==> src/rtl/pc_fetch_sequencer_pkg.sv <==
// Shared definitions for the fetch sequencer slice.
//   state_t          : sequencer states (BOOT, FETCH, HOLD), 2-bit encoding
//   PC_INCR          : sequential PC increment in bytes
//   ALIGN_MASK       : low PC bits that must be zero for a word-aligned target
//   RESET_PC_DEFAULT : default PC value loaded on reset
package pc_fetch_sequencer_pkg;

  typedef enum logic [1:0] {
    BOOT  = 2'd0,
    FETCH = 2'd1,
    HOLD  = 2'd2
  } state_t;

  localparam int unsigned PC_INCR          = 4;
  localparam logic [1:0]  ALIGN_MASK       = 2'b11;
  localparam logic [31:0] RESET_PC_DEFAULT = 32'h0000_0000;

endpackage

==> src/rtl/pc_redirect_select.sv <==
// Combinational redirect priority mux (jr > jump > branch_taken).
//   branch_taken/branch_target, jump/jump_target, jr/jr_target : redirect requests
//   redirect   : any redirect requested this cycle
//   target     : selected target with its low alignment bits cleared
//   misaligned : selected target had nonzero alignment bits (unregistered)
module pc_redirect_select
  import pc_fetch_sequencer_pkg::*;
#(
  parameter int unsigned N = 32
) (
  input  logic         branch_taken,
  input  logic [N-1:0] branch_target,
  input  logic         jump,
  input  logic [N-1:0] jump_target,
  input  logic         jr,
  input  logic [N-1:0] jr_target,
  output logic         redirect,
  output logic [N-1:0] target,
  output logic         misaligned
);

  logic [N-1:0] sel;

  always_comb begin
    sel      = '0;
    redirect = 1'b0;
    if (jr) begin
      sel      = jr_target;
      redirect = 1'b1;
    end else if (jump) begin
      sel      = jump_target;
      redirect = 1'b1;
    end else if (branch_taken) begin
      sel      = branch_target;
      redirect = 1'b1;
    end
  end

  assign target     = {sel[N-1:2], sel[1:0] & ~ALIGN_MASK};
  assign misaligned = redirect & (|(sel[1:0] & ALIGN_MASK));

endmodule

==> src/rtl/pc_fetch_sequencer.sv <==
// Program counter owner and instruction fetch sequencer.
//   clk, reset (async, active-low)
//   imem_req/imem_addr/imem_ack/imem_rdata : instruction memory handshake
//   instr_valid/instr_ready/instr/instr_pc/pc_plus4 : decode-side hold register
//   stall : freezes acceptance of the held instruction
//   branch_taken/jump/jr and their targets : PC redirects (jr > jump > branch)
//   misaligned : one-cycle pulse when the selected redirect target was unaligned
module pc_fetch_sequencer
  import pc_fetch_sequencer_pkg::*;
#(
  parameter int unsigned  N        = 32,
  parameter logic [N-1:0] RESET_PC = N'(RESET_PC_DEFAULT)
) (
  input  logic         clk,
  input  logic         reset,
  output logic         imem_req,
  output logic [N-1:0] imem_addr,
  input  logic         imem_ack,
  input  logic [N-1:0] imem_rdata,
  output logic         instr_valid,
  input  logic         instr_ready,
  output logic [N-1:0] instr,
  output logic [N-1:0] instr_pc,
  output logic [N-1:0] pc_plus4,
  input  logic         stall,
  input  logic         branch_taken,
  input  logic [N-1:0] branch_target,
  input  logic         jump,
  input  logic [N-1:0] jump_target,
  input  logic         jr,
  input  logic [N-1:0] jr_target,
  output logic         misaligned
);

  state_t       state;
  logic [N-1:0] pc;
  logic         pending;
  logic [N-1:0] pend_target;

  logic         redirect;
  logic [N-1:0] target;
  logic         mis_sel;

  pc_redirect_select #(.N(N)) u_select (
    .branch_taken  (branch_taken),
    .branch_target (branch_target),
    .jump          (jump),
    .jump_target   (jump_target),
    .jr            (jr),
    .jr_target     (jr_target),
    .redirect      (redirect),
    .target        (target),
    .misaligned    (mis_sel)
  );

  assign imem_addr = pc;
  assign imem_req  = (state == FETCH);

  always_ff @(posedge clk or negedge reset) begin
    if (!reset) begin
      state       <= BOOT;
      pc          <= RESET_PC;
      instr_valid <= 1'b0;
      instr       <= '0;
      instr_pc    <= '0;
      pc_plus4    <= '0;
      misaligned  <= 1'b0;
      pending     <= 1'b0;
      pend_target <= '0;
    end else begin
      misaligned <= mis_sel;
      case (state)
        BOOT: begin
          if (redirect) pc <= target;
          state <= FETCH;
        end
        FETCH: begin
          if (imem_ack) begin
            if (redirect || pending) begin
              // Returned word belongs to a stale path: drop it and refetch.
              pc      <= redirect ? target : pend_target;
              pending <= 1'b0;
            end else begin
              instr       <= imem_rdata;
              instr_pc    <= pc;
              pc_plus4    <= pc + N'(PC_INCR);
              instr_valid <= 1'b1;
              pc          <= pc + N'(PC_INCR);
              state       <= HOLD;
            end
          end else if (redirect) begin
            // Address must stay stable until ack; remember where to go next.
            pending     <= 1'b1;
            pend_target <= target;
          end
        end
        HOLD: begin
          if (redirect) begin
            instr_valid <= 1'b0;
            pc          <= target;
            state       <= FETCH;
          end else if (instr_ready && !stall) begin
            instr_valid <= 1'b0;
            state       <= FETCH;
          end
        end
        default: state <= BOOT;
      endcase
    end
  end

endmodule

==> config.mk <==
export PLATFORM = sky130hd
export DESIGN_NAME = pc_fetch_sequencer
export DESIGN_NICKNAME = d
export VERILOG_FILES = /design/src/rtl/pc_fetch_sequencer_pkg.sv /design/src/rtl/pc_redirect_select.sv /design/src/rtl/pc_fetch_sequencer.sv
export SDC_FILE = /design/constraint.sdc
export NUM_CORES = 1
export LEC_CHECK = 0
export BUFFER_PORTS_ARGS = -buffer_cell sky130_fd_sc_hd__buf_2
export CAP_MARGIN = 20
export CORE_ASPECT_RATIO = 0.5
export CORE_MARGIN = 8
export CORE_UTILIZATION = 45
export DETAILED_ROUTE_END_ITERATION = 7
export PLACE_DENSITY = 0.72
export SYNTH_ARGS = -nofsm -noshare
export SYNTH_HDL_FRONTEND = slang
export SYNTH_SLANG_ARGS = --single-unit
==> constraint.sdc <==
create_clock -name clk -period 2.84 [get_ports clk]
set_clock_uncertainty 0.05 [all_clocks]
set_input_delay 0.284 -clock clk [delete_from_list [all_inputs] [get_ports clk]]
set_output_delay 0.284 -clock clk [all_outputs]
set_load 0.005 [all_outputs]
==> summary.md <==
| Metric | Value |
|---|---|
| Run status | finished, final reports clean |
| Least-Margin Pin Slew | 0.7404 ns |
| Number of buffers added by the clock tree synthesis step | 17 |
| Cell chain of the critical path | nand4_1 > nor2_1 > nand4_1 > o31ai_1 > a22o_1 |
| Reg-to-Reg End | imem_addr[25] |
| Count of standard-cell rows | 35 |
| Clock root buffer | sky130_fd_sc_hd__clkbuf_16 |
| Residual overflow from global routing | 0 |
| Beginning of the worst register-to-register path | imem_addr[18] |
| Core ar. | 0.01826 sq mm |
| Critical path launch point | imem_addr[18] |
| Achievable clock frequency | 0.4344 GHz |
| Setup repair bufs after CTS | 0 |
| Cell type of the slowest stage on the worst timing path | sky130_fd_sc_hd__dfrtp_1 |
| Vias per inst | 5.477 |
| Most common cell after layout, fill and taps aside | sky130_fd_sc_hd__nand2_1 |
| Setup violators final | 0 |
| Max clock buf depth | 2 |
| Cells after Synth | 952 |
| Final Hold Vio Count | 0 |
| Filler cell count | 1594 |
| Top Ports | 267 |
| Synth warnings | 0 |
| H-tree depth | 4 |
| Via count of the first global-routing pass | 7857 |
| Synth Area in Adders | 0.1504% |
| Clock transition time at the flip-flop clock pins of the worst setup and hold paths | 0.07 ns |
| Peak supply drop | 0.3732 mV |
| Number of antenna violations at the first check in global routing | 1 |
| Worst setup EP type | flip-flop |
| TritonCTS clock tree | done |
| Gates resized, CTS repair | 0 |
| Endpoint required time on the critical path | 3.15 ns |
| Detailed Route WL | 28.64 mm |
| Net Count, Synth | 1089 |
| Worst setup margin | 0.5379 ns |
| Complex-gate fraction of the synthesized area | 16.41% |
| Diodes inserted | 0 |
| Average size of a mapped cell | 8.739 sq um |
| Post-synth top flop | sky130_fd_sc_hd__dfrtp_1 |
| Number of iterations in the first detailed-routing pass | 5 |
| Xor/xnor cell area share of the yosys netlist | 2.737% |
| Largest family of logic cells by synthesized area | simple AND/OR/NAND/NOR gates |
| Register-to-Register Path Depth | 5 |
| First-pass GRT wire length | 45.20 mm |
| Maximum fanout encountered on the critical timing path | 10 |
| Width of the die | 208.3 um |
| DR DRC count | 0 |
| Number of buffers inserted by port buffering | 266 |
| Library cells used by synthesis | 74 |
| Die Outline Area | 0.02336 sq mm |
| Slew headroom | 50.12% |
| Unrepaired setup endpoints after global routing | no |
| Final cycle utilization of the critical path | 81.06% |
| Sequential share of the synthesized area | 49.03% |
| Number of slew-limit violations in the final report | 0 |
| Overall track demand over capacity in global routing | 24.14% |
| Register-to-register setup slack | 0.54 ns |
| Pleak | 5.349 nW |
| Total standard cell area after synthesis | 0.008319 sq mm |
| Post-DP HPWL | 21.40 mm |
| Category of the most critical setup path | reg2reg |
| Detailed Route Iter0 Violations | 882 |
| Fraction of registers with async set/reset | 100.0% |
| Simple logic cell fraction of the synthesized area | 25.07% |
| Critical path data arrival time | 2.62 ns |
| Clock Sinks | 163 |
| Reported max-cap violation count | 0 |
| Worst-Skew Late Latency | 0.43 ns |
| Fraction of final layout cells sized beyond drive strength 1 | 28.96% |
| Largest net degree at the start of global routing | 108 |
| Starting density of the core | 45.56% |
| Most frequent cells in the layout | 310 x sky130_fd_sc_hd__nand2_1, 265 x sky130_fd_sc_hd__buf_2, 163 x sky130_fd_sc_hd__dfrtp_1 |
| Final RePlAce weighted congestion | 0.8928 |
| Top cell by count, worst path | sky130_fd_sc_hd__nand4_1 |
| Worst hold path type | in2reg |
| Category of the worst setup path launch point | flip-flop |
| Die H | 112.1 um |
| Via count | 7991 |
| Multiplexer share of the synthesized area | 0.4061% |
| Power density relative to cell area | 712.9 mW/mm^2 |
| Post-layout minimum cycle time | 2.302 ns |
| Dpl ws | 0.6057 ns |
| Post-layout net count | 1343 |
| Setup TNS after final layout | 0 ns |
| Critical path destination | imem_addr[25] |
| Synthesized flop and latch total | 163 |
| Routed wirelength normalized by instance count | 19.63 um |
| Number of nets still failing antenna checks after routing | 0 |
| Synth-to-Final Area Change | 27.39% |
| Post-synth EDFFs | 0 |
| CP max stage delay | 0.58 ns |
[critical path, delay by kind of cell (launching register included)]
family | cells | cell delay [ns]
AND/OR/NAND/NOR | 3 | 1.00
AO/OA/AOI/OAI | 2 | 0.62
flip-flops | 1 | 0.58
[cell families (layout without fill, tap and decap cells)]
| family | after synthesis | in the layout |
|---|---|---|
| muxes | 3 | 3 |
| xor gates and xnor gates | 26 | 26 |
| adders and majority gates | 1 | 1 |
| AOI/OAI and AO/OA | 217 | 217 |
| and+or+nand+nor | 447 | 447 |
| buffers and inverters | 95 | 362 |
| DFF | 163 | 163 |
[layer usage]
metal / GRT usage [%] / wire [um] / part of all wire (%)
met1: 35.00 / 13510 / 47
met2: 34.34 / 12050 / 42
met3: 7.650 / 2610 / 9.1
met4: 5.738 / 458 / 1.6
met5: 0 / 15 / 0.052
[timing repair]
action                     4_1_cts  5_1_grt
hold buffers                    19        0
hold endpoints to repair        88        0
setup endpoints to repair        0        0
[power by group]
group	switching [W]	total [W]	internal [W]
logic	0.00102	0.00181	0.000785
registers	0.000425	0.00327	0.00284
clock network	0.00104	0.00248	0.00144
[final cells by class]
type | count | area, sq um | area share [%]
Multi-Input combinational cell | 694 | 3742 | 35.31
Sequential cell | 163 | 4079 | 38.49
Tap cell | 240 | 300.3 | 2.834
Clock inverter | 14 | 192.7 | 1.818
Clock buffer | 18 | 439.2 | 4.144
Inverter | 19 | 71.32 | 0.6730
Timing Repair Buffer | 311 | 1773 | 16.73
[registers in the layout, indices dropped and copies added (netlist names), 2 cells and up]
name	cells
pend_target	32
imem_addr	32
state	2
instr	32
pc_plus4	30
instr_pc	32
[cells in the mapped netlist (all sizes together) (4+ instances only)]
cell type | number | share of area, %
o211ai | 4 | 0.36
nand3 | 19 | 1.5
o221ai | 4 | 0.42
inv | 19 | 0.86
nand2 | 310 | 14
nor3 | 8 | 0.48
dfrtp | 163 | 49
nand2b | 4 | 0.30
xnor2 | 18 | 1.9
and3 | 7 | 0.54
a221o | 6 | 0.72
a22oi | 19 | 1.7
buf | 33 | 2.7
and4 | 4 | 0.45
a21o | 4 | 0.36
nor2 | 40 | 1.9
a31oi | 11 | 0.83
a221oi | 5 | 0.53
o21ai | 80 | 4.9
a2bb2oi | 9 | 0.95
nand4 | 16 | 1.6
a21oi | 47 | 2.8
and2 | 6 | 0.45
nor4 | 8 | 1.5
xor2 | 8 | 0.84
o2bb2ai | 4 | 0.42
clkbuf | 42 | 2.3
nand3b | 10 | 0.90
[stage by stage]
step           util, %  hold slack, ns  power (W)  instance area, sq um  std cells
2_1_floorplan        -        -0.06159   0.004101                  8319        952
3_3_place_gp     53.53          0.2951   0.005021                  9776       1408
3_5_place_dp     53.53          0.3091   0.005081                  9776       1408
4_1_cts          58.03      0.00007197   0.007580                 10600       1459
5_1_grt          58.03        0.007872   0.007948                 10600       1459
6_report         58.03         0.01057   0.007555                 10600       1459
[how the worst min path moves through the flow]
stage | from | to | slack (ns) | cells after the start
after floorplan | reset | imem_addr[0] | -0.06 | 0
after global placement | reset | misaligned | 0.30 | 1
after detailed placement | reset | pend_target[26] | 0.31 | 1
after CTS | imem_rdata[30] | instr[30] | 0.00007 | 3
after global routing | imem_rdata[6] | instr[6] | 0.008 | 3
final | imem_rdata[15] | instr[15] | 0.01 | 3
Note: power is estimated with default switching activity, not from simulation.
